$ cat config.mk
export PLATFORM = sky130hd
export DESIGN_NAME = fetch_ctrl
export DESIGN_NICKNAME = d
export VERILOG_FILES = /design/src/rtl/fetch_ctrl.sv
export SDC_FILE = /design/constraint.sdc
export NUM_CORES = 1
export LEC_CHECK = 0
export BUFFER_PORTS_ARGS = -buffer_cell sky130_fd_sc_hd__buf_4
export CORE_MARGIN = 10
export CORE_UTILIZATION = 40
export CTS_CLUSTER_SIZE = 28
export DETAILED_ROUTE_END_ITERATION = 8
export GPL_TIMING_DRIVEN = 0
export MAX_ROUTING_LAYER = met4
export RECOVER_POWER = 100
export SLEW_MARGIN = 20
export SYNTH_ARGS = -nofsm -noshare
export SYNTH_HDL_FRONTEND = slang
export SYNTH_SLANG_ARGS = --single-unit
$ cat constraint.sdc
create_clock -name CLOCK -period 3.9 [get_ports CLOCK]
set_input_delay 0.195 -clock CLOCK [delete_from_list [all_inputs] [get_ports CLOCK]]
set_output_delay 0.195 -clock CLOCK [all_outputs]
set_load 0.02 [all_outputs]
$ cat src/rtl/fetch_ctrl.sv
// fetch_ctrl: fetch-stage sequencer. Chooses the next PC source, gates the
// pc/id_buf loads, flushes id_buf after taken branches, stops fetch on HALT,
// and keeps saturating stall/flush counters plus a stall watchdog flag.
module fetch_ctrl #(
  parameter int BR_PENALTY = 1,   // id_buf flush cycles per taken branch (1..7)
  parameter int MAX_STALL  = 15,  // hazard cycles tolerated before err_stall (1..255)
  parameter int CNT_W      = 8
) (
  input  logic             CLOCK,
  input  logic             in_rst,
  input  logic             in_haz,
  input  logic             in_cntrl,
  input  logic             in_comp,
  input  logic             in_halt,
  output logic             cntrl_pc_src,
  output logic             pc_we,
  output logic             ifid_we,
  output logic             ifid_flush,
  output logic             halted,
  output logic             err_stall,
  output logic [CNT_W-1:0] stall_cnt,
  output logic [CNT_W-1:0] flush_cnt
);

  localparam logic [1:0] S_INIT  = 2'd0;
  localparam logic [1:0] S_RUN   = 2'd1;
  localparam logic [1:0] S_FLUSH = 2'd2;
  localparam logic [1:0] S_HALT  = 2'd3;

  // Extra FLUSH-state cycles after the branch cycle itself.
  localparam logic [2:0] FL_LOAD = 3'(BR_PENALTY - 1);
  // Watchdog value at which the current hazard cycle is the (MAX_STALL+1)th.
  localparam logic [8:0] WD_TRIP = 9'(MAX_STALL);

  logic [1:0] state, state_nxt;
  logic [2:0] fl_cnt;
  logic [8:0] wd;
  logic       err_q;
  logic       stall_ev, br_ev, wd_trip;

  // Qualified events; hazard has top priority so it masks branch and halt.
  always_comb begin
    stall_ev = (state == S_RUN) && in_haz;
    br_ev    = (state == S_RUN) && !in_haz && !in_halt && in_cntrl && in_comp;
    wd_trip  = stall_ev && (wd == WD_TRIP);
  end

  // Output decode and next-state selection.
  always_comb begin
    cntrl_pc_src = 1'b0;
    pc_we        = 1'b0;
    ifid_we      = 1'b0;
    ifid_flush   = 1'b0;
    state_nxt    = state;
    case (state)
      S_INIT: begin
        ifid_flush = 1'b1;
        state_nxt  = S_RUN;
      end
      S_RUN: begin
        if (in_haz) begin
          // hold pc and id_buf; branch/halt re-evaluated once operands are ready
        end else if (in_halt) begin
          state_nxt = S_HALT;
        end else if (in_cntrl && in_comp) begin
          cntrl_pc_src = 1'b1;
          pc_we        = 1'b1;
          ifid_flush   = 1'b1;
          state_nxt    = (BR_PENALTY > 1) ? S_FLUSH : S_RUN;
        end else begin
          pc_we   = 1'b1;
          ifid_we = 1'b1;
        end
      end
      S_FLUSH: begin
        pc_we      = 1'b1;
        ifid_flush = 1'b1;
        if (fl_cnt <= 3'd1) state_nxt = S_RUN;
      end
      default: begin
        // HALT: everything frozen until reset
      end
    endcase
  end

  // State register and FLUSH down-counter.
  always_ff @(posedge CLOCK) begin
    if (in_rst) begin
      state  <= S_INIT;
      fl_cnt <= '0;
    end else begin
      state <= state_nxt;
      if (br_ev)                  fl_cnt <= FL_LOAD;
      else if (state == S_FLUSH)  fl_cnt <= fl_cnt - 3'd1;
    end
  end

  // Stall watchdog: counts consecutive RUN hazard cycles, error is sticky.
  always_ff @(posedge CLOCK) begin
    if (in_rst) begin
      wd    <= '0;
      err_q <= 1'b0;
    end else begin
      if (stall_ev) begin
        if (wd <= WD_TRIP) wd <= wd + 9'd1;
      end else if (state == S_RUN) begin
        wd <= '0;
      end
      if (wd_trip) err_q <= 1'b1;
    end
  end

  // Saturating performance counters.
  always_ff @(posedge CLOCK) begin
    if (in_rst) begin
      stall_cnt <= '0;
      flush_cnt <= '0;
    end else begin
      if (stall_ev && stall_cnt != {CNT_W{1'b1}}) stall_cnt <= stall_cnt + 1'b1;
      if (br_ev && flush_cnt != {CNT_W{1'b1}})    flush_cnt <= flush_cnt + 1'b1;
    end
  end

  // Error shows in the cycle the limit is crossed, then stays from the register.
  always_comb begin
    err_stall = err_q | wd_trip;
    halted    = (state == S_HALT);
  end

endmodule

Yosys cells after proc, flatten, opt, wreduce, memory -nomap -nowiden:

Cells that the tools add are included.

* output and inout port bits: 22
* flip-flop bits (word level): 31
* input port bits: 6
* logic and storage cells: 61

* $lt $le $gt $ge: 2
* equality and inequality tests: 10
* mux-type cells: 20
* $add $sub $neg: 4
* reduce and logical (&&, ||, !) cells: 18
* bitwise gates (word level): 1

Operator list (count)
* 2-to-1 mux 9 bit: 3
* adder 8 x 1 -> 8 bit (second input constant): 2
* inequality test 8 bit (second input constant): 2
* 2-to-1 mux 1 bit: 10
* adder 9 x 1 -> 9 bit (second input constant): 1
* equality test 9 x 4 -> 1 bit (second input constant): 1
* <= comparator 9 x 4 -> 1 bit (second input constant): 1
* logical AND 1 bit: 9
* 2-to-1 mux 2 bit: 4
* case mux 2 bit (3 select lines): 1
* equality test 2 bit (second input constant): 2
* inequality test 2 bit (second input constant): 2
* case mux 1 bit (2 select lines): 2
* AND reduction 4 bit: 1
* OR reduction 2 bit: 2
* <= comparator 3 x 1 -> 1 bit (second input constant): 1
* inequality test 3 x 2 -> 1 bit (second input constant): 1
* nonzero test 3 bit: 1
* subtractor 3 x 1 -> 3 bit (second input constant): 1
* equality test 2 x 1 -> 1 bit (second input constant): 1
* logical NOT 1 bit: 2
* logical NOT 2 bit: 1
* inequality test 2 x 1 -> 1 bit (second input constant): 1
* AND reduction 2 bit: 1
* other kinds (2): 2

Logic depth before layout (Yosys ltp):

* depth in word-level cells: 6
* depth in mapped cells: 8
* mapped depth without buffers: 7

Least setup slack after synthesis:

No wires, ideal clock.

* kind: register -> register
* start: register state[1]
* end: register fl_cnt[1]
* clock period less this slack: 1.679 ns
* arrival time: 1.565 ns
* stages on the path, launching flop included: 8
* path buffers: 1
* library setup time: 0.115 ns
* required time: 3.785 ns
* setup slack: 2.221 ns
* cell sequence: dfxtp_1 -> inv_1 -> ha_1 -> buf_6 -> nor3b_4 -> nand2_2 -> clkinv_1 -> a2111oi_0

* word-level cells in the longest chain between the ends: 6
* elaborated cells on any way between the ends: 7
* classes of those cells: eq/ne (2); reduce/logical (5)

Ends and longest elaborated chain
* from (decl): RTL line 35 `logic [1:0] state, state_nxt;`
* from (signal assigned): RTL line 92 `state <= state_nxt;`
* equality test 2 x 1 -> 1 bit: RTL line 44 `br_ev = (state == S_RUN) && !in_haz && !in_halt && in_cntrl && in_comp;`
* logical AND 1 bit (4 in a row): RTL line 44
* OR reduction 2 bit (no source line)
* to (signal assigned): RTL line 94 `else if (state == S_FLUSH) fl_cnt <= fl_cnt - 3'd1;`
* to (decl): RTL line 36 `logic [2:0] fl_cnt;`

Several ways; a longest one is shown, not always the timed one.
A chain may end at the register's enable or synchronous reset.

Final worst setup path:

* start: register state[1]
* end: output cntrl_pc_src

* word-level cells in the longest chain between the ends: 2

Ends and longest elaborated chain
* equality test 2 x 1 -> 1 bit: RTL line 55 `case (state)`
* 2-to-1 mux 1 bit: RTL line 55
* to (decl): RTL line 15 `output logic cntrl_pc_src,`

No other way between the ends.

==> results.yml <==
worst_setup_path:
  cp.buffers_inverters: 4
  worst_ep_arrival_time_ns: 2.31
  reg2reg_from: "state[1]"
  worst_path_most_repeated_cell: "clkbuf_1"
  crit_path_cell_trace: "inv_1 > ha_1 > clkbuf_1 > nor3b_1 > nand2_1 > clkinv_1 > clkbuf_1"
  cp_top_family: "buffers and inverters"
  critPathMaxFanout: 9
  cp_slowest_cell: "nor3b_1"
  max_stage_delay_ns: 0.39
  reg2reg_slack_ns: 1.57
  reg2reg_depth: 7
  crit_type: "reg2out"
  end_kind: "output pin"
  path_depth: 7
  rr_endpoint: "flush_cnt[7]"
  cp-start-kind: "register"
  worstPathRequired_ns: 3.70
yosys:
  synthTopCellsByArea: "dfxtp_1, ha_1, a21oi_1, nand2_1, nor2_1"
  synthDistinctLibCells: 49
  ys_ff_latch: 31
  synth_cells: 179
  syn-cell-area_um2: 1600
  dominantRegCellSynth: "dfxtp_1"
  ys_warn_count: 0
  synthArstFlopShare: 0
  syn_nets: 194
  yosysTopAreaCellShare: 0.388
  synth.largest_area_cell: "dfxtp_1"
  synth.avg_cell_area_um2: 8.93
  synth.yosys.seq_area_share: 0.388
  synth_edf_count: 0
clocking:
  cts_tree: "done"
  cts_setup_buffers: 0
  insertion_delay_ns: 0.28
  clkTransAtPathRegs_ns: 0.07
  cts.path.max_buffers: 2
  h-tree-depth: 2
  root_buffer: "clkbuf_8"
  postCtsHoldBufs: 0
  cts_buffers: 5
  cts.sinks: 31
  post_cts_resized: 0
power_and_ir_drop:
  power.density_nw_per_um2: 361
  power.leakage_uw: 0.000650
  ir_drop_v: 0.000190
hold_path:
  hp-class: "in2reg"
  min_path_cells: 3
  hold_start: "in_haz"
  holdPathEnd: "wd[3]"
layout:
  area_growth_syn_to_layout_pct: 13.6
  fin_nets: 226
  drive_above_1_share: 0.0758
  fin_cells: 259
  diodes: 0
  final_cell_mix: "dfxtp_1, clkbuf_1, nand2_1"
  final_common_cell: "dfxtp_1"
detailed_routing:
  vias: 1419
  top_layer: "met4"
  drc: 0
  wl_per_cell_um: 15.1
  ant_nets: 0
  wl_um: 3910
  via_per_inst: 5.48
  drt_pass1_iterations: 4
  wl_met1_um: 1850
  drtIter0Drc: 85
  dr_wl_met2_um: 1860
  wl_met3_um: 153
grt:
  antenna_found_initial: 0
  grt_max_degree: 11
  grt.total_usage: 0.113
  grt.overflow.total: 0
  grt_pass1_vias: 1331
  grt_pass1_wl_um: 6480
placement:
  port_buffers: 25
  gp_congestion: 0.842
  dp_hpwl_um: 2960
  dp.cells: 252
timing:
  tightest_slew_ns: 0.499
  fmax_mhz: 399
  period_share: 0.643
  hold_viol_final: 0
  maxSlewViolCount: 0
  fin_skew_ns: 0.00688
  layout_min_cycle_time_ns: 2.51
  rsz0062_at_grt: "false"
  setup_tns_ns: 0
  slew_headroom: 0.668
  setup_viol: 0
  whs_ns: 0.276
floorplan:
  io_pins: 28
  coreArea_um2: 3770
  die_h_um: 83.2
  die_width_um: 83.2
  initial_core_util: 0.424
  row_count: 22
  dieArea_um2: 6920
flow_run:
  cap_violations: 0
outcome:
  outcome: "completed"
-- layout make-up --
class	instances	area (um2)
Fill cell	383	1960
Multi-Input combinational cell	131	871
Sequential cell	31	621
Timing Repair Buffer	25	105
Clock buffer	6	82.6
Tap cell	48	60.1
Inverter	10	37.5
Buffer	7	33.8
Clock inverter	1	5.00
-- registers in the layout, indices dropped and copies added (netlist names) --
name	count
err_q	1
fl_cnt	3
flush_cnt	8
stall_cnt	8
state	2
wd	9
-- worst reg2reg max path: stages (launching register included) --
cell	delay [ns]
dfxtp_1	0.34
inv_1	0.09
ha_1	0.14
clkbuf_1	0.34
nor3b_1	0.39
nand2_1	0.27
or4_1	0.55
a21oi_1	0.16
-- how the worst max path moves through the flow --
stage,from,endpoint
3_5_place_dp,state[1],flush_cnt[7]
2_1_floorplan,state[1],fl_cnt[1]
4_1_cts,state[1],cntrl_pc_src
3_3_place_gp,state[1],flush_cnt[7]
6_report,state[1],cntrl_pc_src
5_1_grt,state[1],cntrl_pc_src
-- cell families after synthesis --
group / Yosys count / share of synthesized area
muxes: 4 / 0.0251
adders and majority gates: 9 / 0.0705
DFF: 31 / 0.388
AOI/OAI and AO/OA: 43 / 0.190
and+or+nand+nor: 70 / 0.249
buffers and inverters: 17 / 0.0493
xor gates and xnor gates: 5 / 0.0274
-- synth_stat cells, drive strengths merged (2+ instances only) --
cell    number
inv          9
nor4         3
dfxtp       31
o21bai       2
and2         5
xor2         3
nor3         7
buf          2
o31ai        2
a21oi       11
nor2b        2
a211oi       2
a31oi        5
nand4        2
or3          2
o21a         4
a311oi       5
mux2i        4
or4          3
clkbuf       5
nand3        7
nor2        14
nand2       15
o21ai        2
and3         4
xnor2        2
ha           9
-- routing by layer --
| layer | vias up | global-route usage |
|---|---|---|
| met3 | 7 | 0.0420 |
| met5 | - | - |
| met4 | 0 | 0.0369 |
| met2 | 26 | 0.186 |
| li1 | 723 | - |
| met1 | 663 | 0.124 |
-- per-stage QoR --
| stage | utilization | worst slack [ns] | total power (uW) | instance area [um2] |
|---|---|---|---|---|
| floorplan | - | 2.22 | 391 | 1600 |
| global placement | 0.489 | 2.12 | 412 | 1850 |
| detailed placement | 0.489 | 2.08 | 416 | 1850 |
| CTS | 0.513 | 1.88 | 669 | 1930 |
| global route | 0.481 | 1.18 | 683 | 1820 |
| finish | 0.481 | 1.39 | 655 | 1820 |
-- power breakdown --
group          leakage, uW  total, uW  internal, uW  switching [uW]
logic             0.000352       69.3          25.6            43.7
registers         0.000251        331           324            7.37
clock network    0.0000470        255           138             117
total             0.000650        655           488             168
Power figures use the tool's default switching activity.
